<file path="src/rtl/transaction_engine.sv">
// transaction_engine: validated balance transfer between two players over a shared synchronous memory port.
// Optional macro TX_FEE_EN burns a per-transaction FEE from the sender.
`default_nettype none

module transaction_engine #(
  parameter int DATA_W = 8,
  parameter int ADDR_W = 5,
  parameter int FEE    = 1
) (
  input  logic              clock,
  input  logic              reset,
  input  logic              start_transaction,
  input  logic              reset_others,
  input  logic              player,
  input  logic [DATA_W-1:0] amount,
  input  logic [DATA_W-1:0] key,
  output logic [ADDR_W-1:0] mem_address,
  output logic [DATA_W-1:0] mem_wdata,
  output logic              mem_wren,
  input  logic [DATA_W-1:0] mem_rdata,
  output logic              finished_transaction,
  output logic              tx_ok,
  output logic [1:0]        tx_err
);

  localparam logic [3:0] c_IDLE   = 4'd0;
  localparam logic [3:0] c_KEY_A  = 4'd1;
  localparam logic [3:0] c_KEY_W  = 4'd2;
  localparam logic [3:0] c_SBAL_A = 4'd3;
  localparam logic [3:0] c_SBAL_W = 4'd4;
  localparam logic [3:0] c_RBAL_A = 4'd5;
  localparam logic [3:0] c_RBAL_W = 4'd6;
  localparam logic [3:0] c_CHECK  = 4'd7;
  localparam logic [3:0] c_WR_S   = 4'd8;
  localparam logic [3:0] c_WR_R   = 4'd9;
  localparam logic [3:0] c_DONE   = 4'd10;

  localparam logic [1:0] c_ERR_NONE  = 2'b00;
  localparam logic [1:0] c_ERR_KEY   = 2'b01;
  localparam logic [1:0] c_ERR_FUNDS = 2'b10;
  localparam logic [1:0] c_ERR_OVF   = 2'b11;

`ifdef TX_FEE_EN
  localparam logic [DATA_W:0] c_FEE = (DATA_W+1)'(FEE);
`else
  // Fee disabled: forced to zero while keeping the parameter list uniform.
  localparam logic [DATA_W:0] c_FEE = (DATA_W+1)'(FEE) & '0;
`endif

  logic [3:0]        state_q,  state_d;
  logic              player_q, player_d;
  logic [DATA_W-1:0] amount_q, amount_d;
  logic [DATA_W-1:0] key_q,    key_d;
  logic [DATA_W-1:0] skey_q,   skey_d;
  logic [DATA_W-1:0] sbal_q,   sbal_d;
  logic [DATA_W-1:0] rbal_q,   rbal_d;
  logic              tx_ok_q,  tx_ok_d;
  logic [1:0]        tx_err_q, tx_err_d;

  logic [ADDR_W-1:0] w_skey_addr;
  logic [ADDR_W-1:0] w_sbal_addr;
  logic [ADDR_W-1:0] w_rbal_addr;
  logic [DATA_W:0]   w_need;
  logic [DATA_W:0]   w_rsum;
  logic              w_funds_err;
  logic              w_ovf;
  logic [DATA_W-1:0] w_snew;

  // Balance lives at the even address of a player pair, key at the odd one.
  assign w_skey_addr = {{(ADDR_W-2){1'b0}},  player_q, 1'b1};
  assign w_sbal_addr = {{(ADDR_W-2){1'b0}},  player_q, 1'b0};
  assign w_rbal_addr = {{(ADDR_W-2){1'b0}}, ~player_q, 1'b0};

  assign w_need      = {1'b0, amount_q} + c_FEE;
  assign w_funds_err = w_need > {1'b0, sbal_q};
  assign w_rsum      = {1'b0, rbal_q} + {1'b0, amount_q};
  assign w_ovf       = w_rsum[DATA_W];
  assign w_snew      = sbal_q - w_need[DATA_W-1:0];

  always_comb begin
    state_d  = state_q;
    player_d = player_q;
    amount_d = amount_q;
    key_d    = key_q;
    skey_d   = skey_q;
    sbal_d   = sbal_q;
    rbal_d   = rbal_q;
    tx_ok_d  = tx_ok_q;
    tx_err_d = tx_err_q;
    case (state_q)
      c_IDLE: begin
        if (!reset_others) begin
          tx_ok_d  = 1'b0;
          tx_err_d = c_ERR_NONE;
        end
        if (start_transaction) begin
          player_d = player;
          amount_d = amount;
          key_d    = key;
          tx_ok_d  = 1'b0;
          tx_err_d = c_ERR_NONE;
          state_d  = c_KEY_A;
        end
      end
      c_KEY_A:  state_d = c_KEY_W;
      c_KEY_W: begin
        skey_d  = mem_rdata;
        state_d = c_SBAL_A;
      end
      c_SBAL_A: state_d = c_SBAL_W;
      c_SBAL_W: begin
        sbal_d  = mem_rdata;
        state_d = c_RBAL_A;
      end
      c_RBAL_A: state_d = c_RBAL_W;
      c_RBAL_W: begin
        rbal_d  = mem_rdata;
        state_d = c_CHECK;
      end
      c_CHECK: begin
        if (key_q != skey_q) begin
          tx_err_d = c_ERR_KEY;
          state_d  = c_DONE;
        end else if (w_funds_err) begin
          tx_err_d = c_ERR_FUNDS;
          state_d  = c_DONE;
        end else if (w_ovf) begin
          tx_err_d = c_ERR_OVF;
          state_d  = c_DONE;
        end else begin
          state_d  = c_WR_S;
        end
      end
      c_WR_S:   state_d = c_WR_R;
      c_WR_R: begin
        tx_ok_d = 1'b1;
        state_d = c_DONE;
      end
      c_DONE: begin
        if (!reset_others) begin
          tx_ok_d  = 1'b0;
          tx_err_d = c_ERR_NONE;
          state_d  = c_IDLE;
        end else if (!start_transaction) begin
          state_d  = c_IDLE;
        end
      end
      default:  state_d = c_IDLE;
    endcase
  end

  always_ff @(posedge clock) begin
    if (reset) begin
      state_q  <= c_IDLE;
      player_q <= 1'b0;
      amount_q <= '0;
      key_q    <= '0;
      skey_q   <= '0;
      sbal_q   <= '0;
      rbal_q   <= '0;
      tx_ok_q  <= 1'b0;
      tx_err_q <= c_ERR_NONE;
    end else begin
      state_q  <= state_d;
      player_q <= player_d;
      amount_q <= amount_d;
      key_q    <= key_d;
      skey_q   <= skey_d;
      sbal_q   <= sbal_d;
      rbal_q   <= rbal_d;
      tx_ok_q  <= tx_ok_d;
      tx_err_q <= tx_err_d;
    end
  end

  // Moore outputs; the read address is held through each *_W cycle.
  always_comb begin
    mem_address          = '0;
    mem_wdata            = '0;
    mem_wren             = 1'b0;
    finished_transaction = 1'b0;
    case (state_q)
      c_KEY_A, c_KEY_W:   mem_address = w_skey_addr;
      c_SBAL_A, c_SBAL_W: mem_address = w_sbal_addr;
      c_RBAL_A, c_RBAL_W: mem_address = w_rbal_addr;
      c_WR_S: begin
        mem_address = w_sbal_addr;
        mem_wdata   = w_snew;
        mem_wren    = 1'b1;
      end
      c_WR_R: begin
        mem_address = w_rbal_addr;
        mem_wdata   = w_rsum[DATA_W-1:0];
        mem_wren    = 1'b1;
      end
      c_DONE:             finished_transaction = 1'b1;
      default: ;
    endcase
  end

  assign tx_ok  = tx_ok_q;
  assign tx_err = tx_err_q;

endmodule

`default_nettype wire
</file>
<file path="config.mk">
export PLATFORM = sky130hd
export DESIGN_NAME = transaction_engine
export DESIGN_NICKNAME = d
export VERILOG_FILES = /design/src/rtl/transaction_engine.sv
export SDC_FILE = /design/constraint.sdc
export NUM_CORES = 1
export LEC_CHECK = 0
export BUFFER_PORTS_ARGS = -buffer_cell sky130_fd_sc_hd__buf_2
export CAP_MARGIN = 40
export CELL_PAD_IN_SITES_DETAIL_PLACEMENT = 1
export CELL_PAD_IN_SITES_GLOBAL_PLACEMENT = 2
export CORE_MARGIN = 2
export CORE_UTILIZATION = 33
export CTS_BUF_LIST = sky130_fd_sc_hd__clkbuf_4
export DETAILED_ROUTE_END_ITERATION = 10
export PLACE_DENSITY = 0.9
export SLEW_MARGIN = 30
export SYNTH_ARGS = -nofsm -noshare
export SYNTH_HDL_FRONTEND = slang
export SYNTH_SLANG_ARGS = --single-unit
</file>
<file path="constraint.sdc">
create_clock -name clock -period 2.5 [get_ports clock]
set_input_delay 0.5 -clock clock [delete_from_list [all_inputs] [get_ports clock]]
set_output_delay 0.5 -clock clock [all_outputs]
set_load 0.03 [all_outputs]
</file>
==> impl_results.rst, run 1 <==
.. list-table::
   :header-rows: 1

   * - Metric
     - Value
   * - Number of fill cells
     - 1024
   * - Via count of the first global-routing pass
     - 2767
   * - Adder and majority cell fraction of the synthesized area
     - 8.46%
   * - Crit path kind
     - register to output port
   * - Most used cells in the layout excluding fill and tap cells
     - nand2_1 (94), a21oi_1 (53), dfxtp_1 (40)
   * - Leakage Power
     - 1.40 nW
   * - Number of synthesis warnings
     - 0
   * - Gate count after technology mapping
     - 375
   * - Peak VDD IR
     - 0.000327 V
   * - Number of library cell types mapped by synthesis
     - 52
   * - Bufs on Longest Clock Path
     - 2
   * - Leftover overflow at the end of global routing
     - 0
   * - Worst-case hold slack
     - 0.351 ns
   * - Setup TNS Final
     - -1.11 ns
   * - Post-layout worst setup margin
     - -0.339 ns
   * - Clock Sink Count
     - 48
   * - Clock-pin slew on the worst setup and hold paths
     - 0.15 ns
   * - Relative slew slack
     - 54.4%
   * - Global router's overall resource usage
     - 18.0%
   * - Synthesized area per cell
     - 7.57 um^2
   * - Data arrival, critical path
     - 2.34 ns
   * - Achievable clock frequency
     - 352 MHz
   * - Fraction of layout cells with a size suffix above 1
     - 28.3%
   * - Final-report hold violation count
     - 0
   * - Leading cell type in the layout, fill and taps excluded
     - nand2_1
   * - Cts bufs inserted
     - 5
   * - Simple-gate share of the synthesized area
     - 24.9%
   * - Post-synth EDFFs
     - 0
   * - Total Die Area
     - 9360 um^2
   * - Signed area change from the synthesized netlist to the final layout
     - 22.3%
   * - Actual transition at the worst max-transition pin
     - 0.684 ns
   * - Dominant combinational cell family by area after synthesis
     - simple AND/OR/NAND/NOR gates
   * - Multiplexer share of the synthesized area
     - 0.705%
   * - Pin count of the biggest net entering global routing
     - 30
   * - Cell Area, Synth
     - 2840 um^2
   * - Clock latency on the worst-skew pair
     - 0.36 ns
   * - Drt pass-1 iters
     - 4
   * - Path category of the worst min-delay check
     - primary input to register
   * - Htree depth
     - 2
   * - Final-report max-slew violation count
     - 0
   * - Die span in y
     - 96.8 um
   * - TritonCTS clock tree
     - yes
   * - Critical path data required time
     - 2.00 ns
   * - Part of the Yosys area used for sequential elements
     - 33.8%
   * - Finish-stage setup viols
     - 6
   * - Total number of vias
     - 2754
   * - Total of hold buffers inserted after clock tree synthesis
     - 0
   * - Port-buffer cells
     - 43
   * - Max FO, Critical Path
     - 2
   * - Minimum clock period after layout
     - 2.84 ns
   * - Standard-cell row count
     - 33
   * - Prevailing post-synth register cell
     - dfxtp_1
   * - Setup repair after global routing missed its margin
     - true
   * - Initial core utilization
     - 34.2%
   * - Final clock skew
     - 0.0129 ns
   * - Total wire length
     - 8530 um
   * - Pwr per Cell Area
     - 768 nW/um^2
   * - Violation count after the first detailed-routing iteration
     - 83
   * - Synthesized-area fraction occupied by ao, oa, aoi and oai cells
     - 20.6%
   * - Max-cap violation count
     - 0
   * - Clock tree root buffer cell
     - clkbuf_4
   * - Final GP Congestion
     - 0.811
   * - Cell area reported after detailed placement
     - 3160 um^2
   * - Total of flip-flops plus latches after synthesis
     - 48
   * - Global-route wire length before repair
     - 13800 um
   * - DIE WIDTH
     - 96.8 um
   * - Top-level I/O count
     - 47
   * - Violated checks
     - negative setup slack
   * - Critical path endpoint category
     - output port
   * - Total non-filler cell area in the finished layout
     - 3470 um^2
   * - Number of remaining DRC errors
     - 0
   * - Xor/xnor cell area share of the yosys netlist
     - 5.24%
   * - Estimated wirelength of the detail-placed design
     - 6110 um
   * - Synth async-reset ratio
     - 0%
   * - Detailed-route wire length per cell
     - 16.1 um
   * - Final critical-path share of the clock period
     - 114%
   * - Net count of the finished layout
     - 470
   * - Run status
     - complete, but fails checks
   * - Setup crit start kind
     - register
   * - Mean number of vias per cell
     - 5.21
   * - Antenna Cells
     - 0
   * - Post-placement setup slack
     - -0.0420 ns
   * - Number of antenna violations at the first check in global routing
     - 0
   * - Final antenna-violating net count
     - 0
   * - Std-Cell Core Area
     - 8300 um^2
==> power breakdown <==
part           internal (W)  switching [W]  leakage, nW  total [W]
Sequential         0.000858      0.0000877        0.394   0.000945
Combinational      0.000502       0.000753        0.959    0.00125
Clock              0.000209       0.000259       0.0428   0.000468
==> routing by layer <==
metal / track usage (%) / vias up / routed length [um]
li1: - / 1370 / -
met1: 25.0 / 1317 / 4070
met2: 29.9 / 63 / 4120
met3: 2.17 / 4 / 275
met4: 3.90 / 0 / 61
met5: 0 / - / 0
==> cell usage after synthesis, types with 5 or more instances <==
cell	number	area, um^2
clkbuf_1	6	22.5
buf_2	8	40.0
and3_1	5	31.3
o21ai_0	12	60.1
nor3_1	7	35.0
nand2b_1	7	43.8
ha_1	16	200
dfxtp_1	48	961
a21oi_1	56	280
buf_4	7	52.6
nand3_1	6	30.0
nor2_1	12	45.0
xnor2_1	15	131
nand2_1	94	353
inv_1	14	52.6
o21a_1	5	37.5
==> kinds of logic after synthesis <==
family,count (synthesis)
adders and majority gates,18
AOI/OAI and AO/OA,97
and+or+nand+nor,155
other,1
DFF,48
buffers and inverters,37
muxes,2
xor gates and xnor gates,17
==> area by class of cell <==
type	instances	area, um^2	area share [%]
tap	105	131	3.78
clock inverter	3	42.5	1.22
sequential	48	976	28.1
inverter	16	65.1	1.87
clock buffer	5	37.5	1.08
multi-input combinational	292	1840	53.0
timing repair buffer	60	379	10.9
==> sequential cells by signal (all words and copies together), names as in the netlist <==
name      count
key_q         8
sbal_q        8
tx_ok         1
rbal_q        8
skey_q        8
player_q      1
state_q       4
tx_err        2
amount_q      8
==> critical path, stage by stage, from the launching register on <==
cell,delay (ns)
dfxtp_2,0.35
inv_2,0.06
ha_4,0.13
inv_2,0.04
fa_2,0.37
a211oi_2,0.24
o21bai_1,0.10
a21oi_1,0.19
xnor2_1,0.16
nand3_1,0.12
o21ai_2,0.08
buf_6,0.15
==> worst paths after layout <==
| kind | startpoint | to | slack [ns] | cells after the start |
|---|---|---|---|---|
| min reg2reg | sbal_q[3]$_SDFFE_PP0P_ | sbal_q[3]$_SDFFE_PP0P_ | 0.47 | 2 |
| max reg2reg | sbal_q[0]$_SDFFE_PP0P_ | tx_err[1]$_SDFFE_PP0P_ | 0.06 | 13 |
| min | key[0] | key_q[0]$_SDFFE_PP0P_ | 0.35 | 3 |
| max | sbal_q[0]$_SDFFE_PP0P_ | mem_wdata[6] | -0.34 | 11 |
==> what timing repair did <==
| item | in CTS | in global routing |
|---|---|---|
| buffers inserted | 6 | 1 |
| gates cloned | 0 | 0 |
| gates resized for setup | 33 | 22 |
| endpoints found under the setup margin | 6 | 9 |
| pin swaps | 17 | 8 |
==> stage by stage <==
stage,util [%],instances,total power [W]
after floorplan,-,377,0.00176
after CTS,40.8,528,0.00262
after global routing,41.9,529,0.00287
final,41.9,529,0.00267
after global placement,38.1,514,0.00203
after detailed placement,38.1,514,0.00206
No activity file was read; power rests on OpenSTA's default activity.
==> inputs of run 2 (changes only) <==
--- a/config.mk
+++ b/config.mk
@@ -10,10 +10,10 @@
 export CELL_PAD_IN_SITES_DETAIL_PLACEMENT = 1
 export CELL_PAD_IN_SITES_GLOBAL_PLACEMENT = 2
 export CORE_MARGIN = 2
-export CORE_UTILIZATION = 33
+export CORE_UTILIZATION = 36
 export CTS_BUF_LIST = sky130_fd_sc_hd__clkbuf_4
 export DETAILED_ROUTE_END_ITERATION = 10
-export PLACE_DENSITY = 0.9
+export PLACE_DENSITY = 0.95
 export SLEW_MARGIN = 30
 export SYNTH_ARGS = -nofsm -noshare
 export SYNTH_HDL_FRONTEND = slang
==> constraint.sdc (replaced) <==
create_clock -name clock -period 3.45 [get_ports clock]
set_input_delay 0.69 -clock clock [delete_from_list [all_inputs] [get_ports clock]]
set_output_delay 0.69 -clock clock [all_outputs]
set_load 0.03 [all_outputs]
==> impl_results.rst, run 2 (synthesis results as in run 1) <==
.. list-table::
   :header-rows: 1

   * - Metric
     - Value
   * - Number of antenna violations at the first check in global routing
     - 0 (unchanged)
   * - Path category of the worst min-delay check
     - register to register (was primary input to register)
   * - Clock-pin slew on the worst setup and hold paths
     - 0.15 ns (about the same)
   * - Cts bufs inserted
     - 5 (unchanged)
   * - Minimum clock period after layout
     - 3.25 ns
   * - Worst path cell trace
     - ha_1 -> inv_1 -> fa_1 -> a211oi_2 -> o21bai_1 -> a21oi_1 -> xnor2_1 -> nand3_1 -> o21ai_0 -> buf_2 (was inv_2 -> ha_4 -> inv_2 -> fa_2 -> a211oi_2 -> o21bai_1 -> a21oi_1 -> xnor2_1 -> nand3_1 -> o21ai_2 -> buf_6)
   * - Clock Sink Count
     - 48 (unchanged)
   * - Final cell utilization of the core
     - 41.6% (was 41.9%)
   * - Setup crit start kind
     - register (unchanged)
   * - Bufs on Longest Clock Path
     - 2 (unchanged)
   * - Leakage Power
     - 1.27 nW (was 1.40 nW)
   * - Setup repair after global routing missed its margin
     - false (was true)
   * - Global router's overall resource usage
     - 18.8% (was 18.0%)
   * - Net count of the finished layout
     - 455 (was 470)
   * - Post-placement setup slack
     - 0.654 ns (was -0.0420 ns)
   * - Leftover overflow at the end of global routing
     - 0 (unchanged)
   * - Antenna Cells
     - 0 (unchanged)
   * - Total Die Area
     - 8620 um^2 (was 9360 um^2)
   * - Cell with the largest stage delay on the worst path
     - fa_1 (was fa_2)
   * - Htree depth
     - 2 (unchanged)
   * - DIE WIDTH
     - 92.8 um (was 96.8 um)
   * - Critical path data required time
     - 2.76 ns (was 2.00 ns)
   * - Std-Cell Core Area
     - 7690 um^2 (was 8300 um^2)
   * - Most used cells in the layout excluding fill and tap cells
     - nand2_1 (94), a21oi_1 (56), dfxtp_1 (48) (was nand2_1 (94), a21oi_1 (53), dfxtp_1 (40))
   * - Total of hold buffers inserted after clock tree synthesis
     - 0 (unchanged)
   * - Final-report max-slew violation count
     - 0 (unchanged)
   * - Violation count after the first detailed-routing iteration
     - 129 (was 83)
   * - Total wire length
     - 7780 um (was 8530 um)
   * - Estimated wirelength of the detail-placed design
     - 5990 um (was 6110 um)
   * - Number of remaining DRC errors
     - 0 (unchanged)
   * - Via count of the first global-routing pass
     - 2692 (was 2767)
   * - Final antenna-violating net count
     - 0 (unchanged)
   * - Peak VDD IR
     - 0.000321 V (was 0.000327 V)
   * - Setup TNS Final
     - 0 ns (was -1.11 ns)
   * - Post-CTS Setup Bufs
     - 0 (was 6)
   * - Finish-stage setup viols
     - 0 (was 6)
   * - Critical path endpoint category
     - output port (unchanged)
   * - Pin count of the biggest net entering global routing
     - 49 (was 30)
   * - Initial core utilization
     - 36.9% (was 34.2%)
   * - Die span in y
     - 92.8 um (was 96.8 um)
   * - Signed area change from the synthesized netlist to the final layout
     - 12.5% (was 22.3%)
   * - Fraction of layout cells with a size suffix above 1
     - 17.1% (was 28.3%)
   * - Final GP Congestion
     - 0.865 (was 0.811)
   * - Clock latency on the worst-skew pair
     - 0.38 ns (was 0.36 ns)
   * - Relative slew slack
     - 52.0% (was 54.4%)
   * - Clock tree root buffer cell
     - clkbuf_4 (unchanged)
   * - Drt pass-1 iters
     - 4 (unchanged)
   * - Final critical-path share of the clock period
     - 94.2%
   * - Achievable clock frequency
     - 308 MHz
   * - Actual transition at the worst max-transition pin
     - 0.720 ns (was 0.684 ns)
   * - Largest stage delay on the critical path
     - 0.43 ns (was 0.37 ns)
   * - Crit path kind
     - register to output port (unchanged)
   * - Global-route wire length before repair
     - 13000 um (was 13800 um)
   * - Top-level I/O count
     - 47 (unchanged)
   * - TritonCTS clock tree
     - yes (unchanged)
   * - Data arrival, critical path
     - 2.56 ns (was 2.34 ns)
   * - Total number of vias
     - 2646 (was 2754)
   * - Max-cap violation count
     - 0 (unchanged)
   * - Max FO, Critical Path
     - 3 (was 2)
   * - Post-layout worst setup margin
     - 0.200 ns (was -0.339 ns)
   * - Pwr per Cell Area
     - 565 nW/um^2 (was 768 nW/um^2)
   * - Number of gates resized after cts
     - 0 (was 33)
   * - Final clock skew
     - 0.0159 ns (was 0.0129 ns)
   * - Leading cell type in the layout, fill and taps excluded
     - nand2_1 (unchanged)
   * - Final-report hold violation count
     - 0 (unchanged)
   * - Detailed-route wire length per cell
     - 15.2 um (was 16.1 um)
   * - Standard-cell row count
     - 32 (was 33)
   * - Mean number of vias per cell
     - 5.18 (was 5.21)
   * - Port-buffer cells
     - 43 (unchanged)
   * - Run status
     - complete, no violations (was complete, but fails checks)
   * - Worst-case hold slack
     - 0.474 ns (was 0.351 ns)
## run 2: changes by cell type in the layout (fill, tap and decap cells not counted), sizes merged
cell / previous run / this run
buf: 60 / 45
## run 2: worst paths after layout
kind | slack (ns) | from | cells after the start | endpoint
worst min-delay path | 0.47 | sbal_q[0]$_SDFFE_PP0P_ | 2 | sbal_q[0]$_SDFFE_PP0P_
worst max-delay path | 0.20 | amount_q[0]$_SDFFE_PP0P_ | 10 | mem_wdata[6]
worst min register to register | 0.47 | sbal_q[0]$_SDFFE_PP0P_ | 2 | sbal_q[0]$_SDFFE_PP0P_
worst max register to register | 1.27 | amount_q[0]$_SDFFE_PP0P_ | 9 | tx_err[1]$_SDFFE_PP0P_
## run 2: power breakdown
group          switching, W  internal [W]  leakage, nW
clock              0.000206      0.000155       0.0454
sequential        0.0000899      0.000618        0.390
combinational      0.000464      0.000271        0.837
total              0.000760       0.00104         1.27
## run 2: final cells by class
| class | instances | area [um^2] |
|---|---|---|
| Clock buffer | 5 | 37.5 |
| Clock inverter | 3 | 47.5 |
| Inverter | 16 | 60.1 |
| Fill cell | 1000 | 4490 |
| Sequential cell | 48 | 961 |
| Timing Repair Buffer | 45 | 250 |
| Tap cell | 102 | 128 |
| Multi-Input combinational cell | 292 | 1710 |
## run 2: layer usage
layer / up-vias / share of wire [%] / track usage, %
met5: - / 0 / 0
met4: 0 / 1.3 / 4.78
met3: 8 / 3.5 / 2.85
met2: 49 / 46 / 31.1
met1: 1252 / 49 / 25.8
li1: 1337 / - / -
## run 2: stage by stage
stage               power, W  cell area, um^2  instances
floorplan            0.00128             2850        377
global placement     0.00143             3080        502
detailed placement   0.00145             3080        502
CTS                  0.00180             3170        510
global route         0.00193             3200        511
finish               0.00180             3200        511
## run 2: worst max-delay path: cells and delay by family, from the launching register on
family          cells  cell delay (ns)
flops               1             0.40
compound gates      4             0.64
simple gates        1             0.09
xor+xnor            1             0.14
buf+inv             2             0.30
fa+ha+maj           2             0.62
==> inputs of run 3 (changes only) <==
--- a/config.mk
+++ b/config.mk
@@ -5,14 +5,14 @@
 export SDC_FILE = /design/constraint.sdc
 export NUM_CORES = 1
 export LEC_CHECK = 0
-export BUFFER_PORTS_ARGS = -buffer_cell sky130_fd_sc_hd__buf_2
 export CAP_MARGIN = 40
 export CELL_PAD_IN_SITES_DETAIL_PLACEMENT = 1
 export CELL_PAD_IN_SITES_GLOBAL_PLACEMENT = 2
 export CORE_MARGIN = 2
-export CORE_UTILIZATION = 36
+export CORE_UTILIZATION = 40
 export CTS_BUF_LIST = sky130_fd_sc_hd__clkbuf_4
 export DETAILED_ROUTE_END_ITERATION = 10
+export DONT_BUFFER_PORTS = 1
 export PLACE_DENSITY = 0.95
 export SLEW_MARGIN = 30
 export SYNTH_ARGS = -nofsm -noshare
==> constraint.sdc (replaced) <==
create_clock -name clock -period 3.45 [get_ports clock]
set_input_delay 0.345 -clock clock [delete_from_list [all_inputs] [get_ports clock]]
set_output_delay 0.345 -clock clock [all_outputs]
set_load 0.03 [all_outputs]
==> impl_results.rst, run 3 (synthesis results as in run 1) <==
.. list-table::
   :header-rows: 1

   * - Metric
     - Value
   * - Cts bufs inserted
     - 5 (unchanged)
   * - Max-cap violation count
     - 0 (unchanged)
   * - Setup TNS Final
     - 0 ns (unchanged)
   * - Worst path cell trace
     - ha_1 -> inv_1 -> fa_1 -> a211oi_2 -> nor2_1 -> or3_1 -> a21oi_1 (was ha_1 -> inv_1 -> fa_1 -> a211oi_2 -> o21bai_1 -> a21oi_1 -> xnor2_1 -> nand3_1 -> o21ai_0 -> buf_2)
   * - Critical path endpoint category
     - output port (unchanged)
   * - Initial core utilization
     - 41.6% (was 36.9%)
   * - Max FO, Critical Path
     - 3 (unchanged)
   * - Leftover overflow at the end of global routing
     - 0 (unchanged)
   * - Final GP Congestion
     - 0.808 (was 0.865)
   * - Achievable clock frequency
     - 339 MHz (was 308 MHz)
   * - Total number of vias
     - 2542 (was 2646)
   * - Leakage Power
     - 1.08 nW (was 1.27 nW)
   * - Estimated wirelength of the detail-placed design
     - 5710 um (was 5990 um)
   * - Bufs on Longest Clock Path
     - 2 (unchanged)
   * - Setup crit start kind
     - register (unchanged)
   * - Relative slew slack
     - 56.0% (was 52.0%)
   * - Most used cells in the layout excluding fill and tap cells
     - nand2_1 (94), a21oi_1 (56), dfxtp_1 (48) (unchanged)
   * - Final clock skew
     - 0.0157 ns (was 0.0159 ns)
   * - Data arrival, critical path
     - 2.61 ns (was 2.56 ns)
   * - Number of antenna violations at the first check in global routing
     - 0 (unchanged)
   * - Net count of the finished layout
     - 416 (was 455)
   * - Via count of the first global-routing pass
     - 2555 (was 2692)
   * - Total of hold buffers inserted after clock tree synthesis
     - 0 (unchanged)
   * - Cell class contributing the biggest share of worst-path delay
     - compound AO/OA/AOI/OAI gates (unchanged)
   * - Leading cell type in the layout, fill and taps excluded
     - nand2_1 (unchanged)
   * - Port-buffer cells
     - 0 (was 43)
   * - Minimum clock period after layout
     - 2.95 ns (was 3.25 ns)
   * - Global-route wire length before repair
     - 12200 um (was 13000 um)
   * - Critical path data required time
     - 3.11 ns (was 2.76 ns)
   * - Buffering stage count on the worst path with inverters included
     - 1 (was 2)
   * - Total wire length
     - 7260 um (was 7780 um)
   * - Drt pass-1 iters
     - 4 (unchanged)
   * - Final antenna-violating net count
     - 0 (unchanged)
   * - Clock-pin slew on the worst setup and hold paths
     - 0.13 ns (was 0.15 ns)
   * - Clock tree root buffer cell
     - clkbuf_4 (unchanged)
   * - Final cell utilization of the core
     - 43.4% (was 41.6%)
   * - Top-level I/O count
     - 47 (unchanged)
   * - Final critical-path share of the clock period
     - 85.6% (was 94.2%)
   * - Post-layout worst setup margin
     - 0.498 ns (was 0.200 ns)
   * - Pin count of the biggest net entering global routing
     - 49 (unchanged)
   * - Run status
     - complete, no violations (unchanged)
   * - Final-report max-slew violation count
     - 0 (unchanged)
   * - Pwr per Cell Area
     - 563 nW/um^2 (was 565 nW/um^2)
   * - Detailed-route wire length per cell
     - 15.6 um (was 15.2 um)
   * - Std-Cell Core Area
     - 6830 um^2 (was 7690 um^2)
   * - Number of gates resized after cts
     - 0 (unchanged)
   * - Path category of the worst min-delay check
     - primary input to register (was register to register)
   * - Violation count after the first detailed-routing iteration
     - 145 (was 129)
   * - Standard-cell row count
     - 30 (was 32)
   * - Total Die Area
     - 7790 um^2 (was 8620 um^2)
   * - Post-placement setup slack
     - 0.884 ns (was 0.654 ns)
   * - Crit path kind
     - register to output port (unchanged)
   * - Setup repair after global routing missed its margin
     - false (unchanged)
   * - Signed area change from the synthesized netlist to the final layout
     - 4.27% (was 12.5%)
   * - Htree depth
     - 2 (unchanged)
   * - Fraction of layout cells with a size suffix above 1
     - 8.11% (was 17.1%)
   * - DIE WIDTH
     - 88.3 um (was 92.8 um)
   * - TritonCTS clock tree
     - yes (unchanged)
   * - Actual transition at the worst max-transition pin
     - 0.662 ns (was 0.720 ns)
   * - Mean number of vias per cell
     - 5.45 (was 5.18)
   * - Antenna Cells
     - 0 (unchanged)
   * - Number of remaining DRC errors
     - 0 (unchanged)
   * - Finish-stage setup viols
     - 0 (unchanged)
   * - Peak VDD IR
     - 0.000215 V (was 0.000321 V)
   * - Clock latency on the worst-skew pair
     - 0.36 ns (was 0.38 ns)
   * - Largest stage delay on the critical path
     - 0.55 ns (was 0.43 ns)
   * - Global router's overall resource usage
     - 20.0% (was 18.8%)
   * - Post-CTS Setup Bufs
     - 0 (unchanged)
   * - Final-report hold violation count
     - 0 (unchanged)
   * - Cell with the largest stage delay on the worst path
     - a21oi_1 (was fa_1)
   * - Die span in y
     - 88.3 um (was 92.8 um)
   * - Clock Sink Count
     - 48 (unchanged)
-- run 3: worst reg2reg max path: cells and delay by family (launching register included) --
family / cells / cell delay [ns]
and+or+nand+nor: 3 / 0.35
buffers and inverters: 1 / 0.06
DFF: 1 / 0.39
AOI/OAI and AO/OA: 3 / 0.74
adders and majority gates: 2 / 0.61
-- run 3: final cells by class --
class                   count  area (um^2)
flip-flops and latches     48          961
inverters                  16         60.1
clock buffers               6         45.0
repair buffers              6         52.6
fillers                   899         3870
well taps                  96          120
clock inverters             2         11.3
multi-input cells         292         1710
-- run 3: report_power, final --
group	total [W]	switching [W]	internal, W
combinational	0.000694	0.000435	0.000259
sequential	0.000708	0.0000907	0.000618
clock	0.000264	0.000178	0.0000858
-- run 3: metal layers --
metal | share of wire [%] | track usage [%] | vias to the layer above
met4 | 1.8 | 6.47 | 0
met2 | 45 | 31.4 | 58
li1 | - | - | 1262
met3 | 4.9 | 4.38 | 13
met5 | 0 | 0 | -
met1 | 49 | 27.4 | 1209
-- run 3: through the flow --
step	total power, W	cell area, um^2	instances	hold slack (ns)
global placement	0.00139	2890	457	0.419
CTS	0.00168	2960	466	0.00558
finish	0.00167	2960	466	0.0380
global route	0.00179	2960	466	0.00326
floorplan	0.00128	2850	377	0.436
detailed placement	0.00142	2910	458	0.420
-- run 3: final timing paths --
| check | from | to | slack, ns | cells after the start |
|---|---|---|---|---|
| worst max-delay path | amount_q[0]$_SDFFE_PP0P_ | mem_wdata[4] | 0.50 | 7 |
| worst min-delay path | reset | key_q[3]$_SDFFE_PP0P_ | 0.04 | 1 |
| worst max register to register | amount_q[0]$_SDFFE_PP0P_ | tx_err[1]$_SDFFE_PP0P_ | 1.26 | 9 |
| worst min register to register | rbal_q[6]$_SDFFE_PP0P_ | rbal_q[6]$_SDFFE_PP0P_ | 0.46 | 2 |
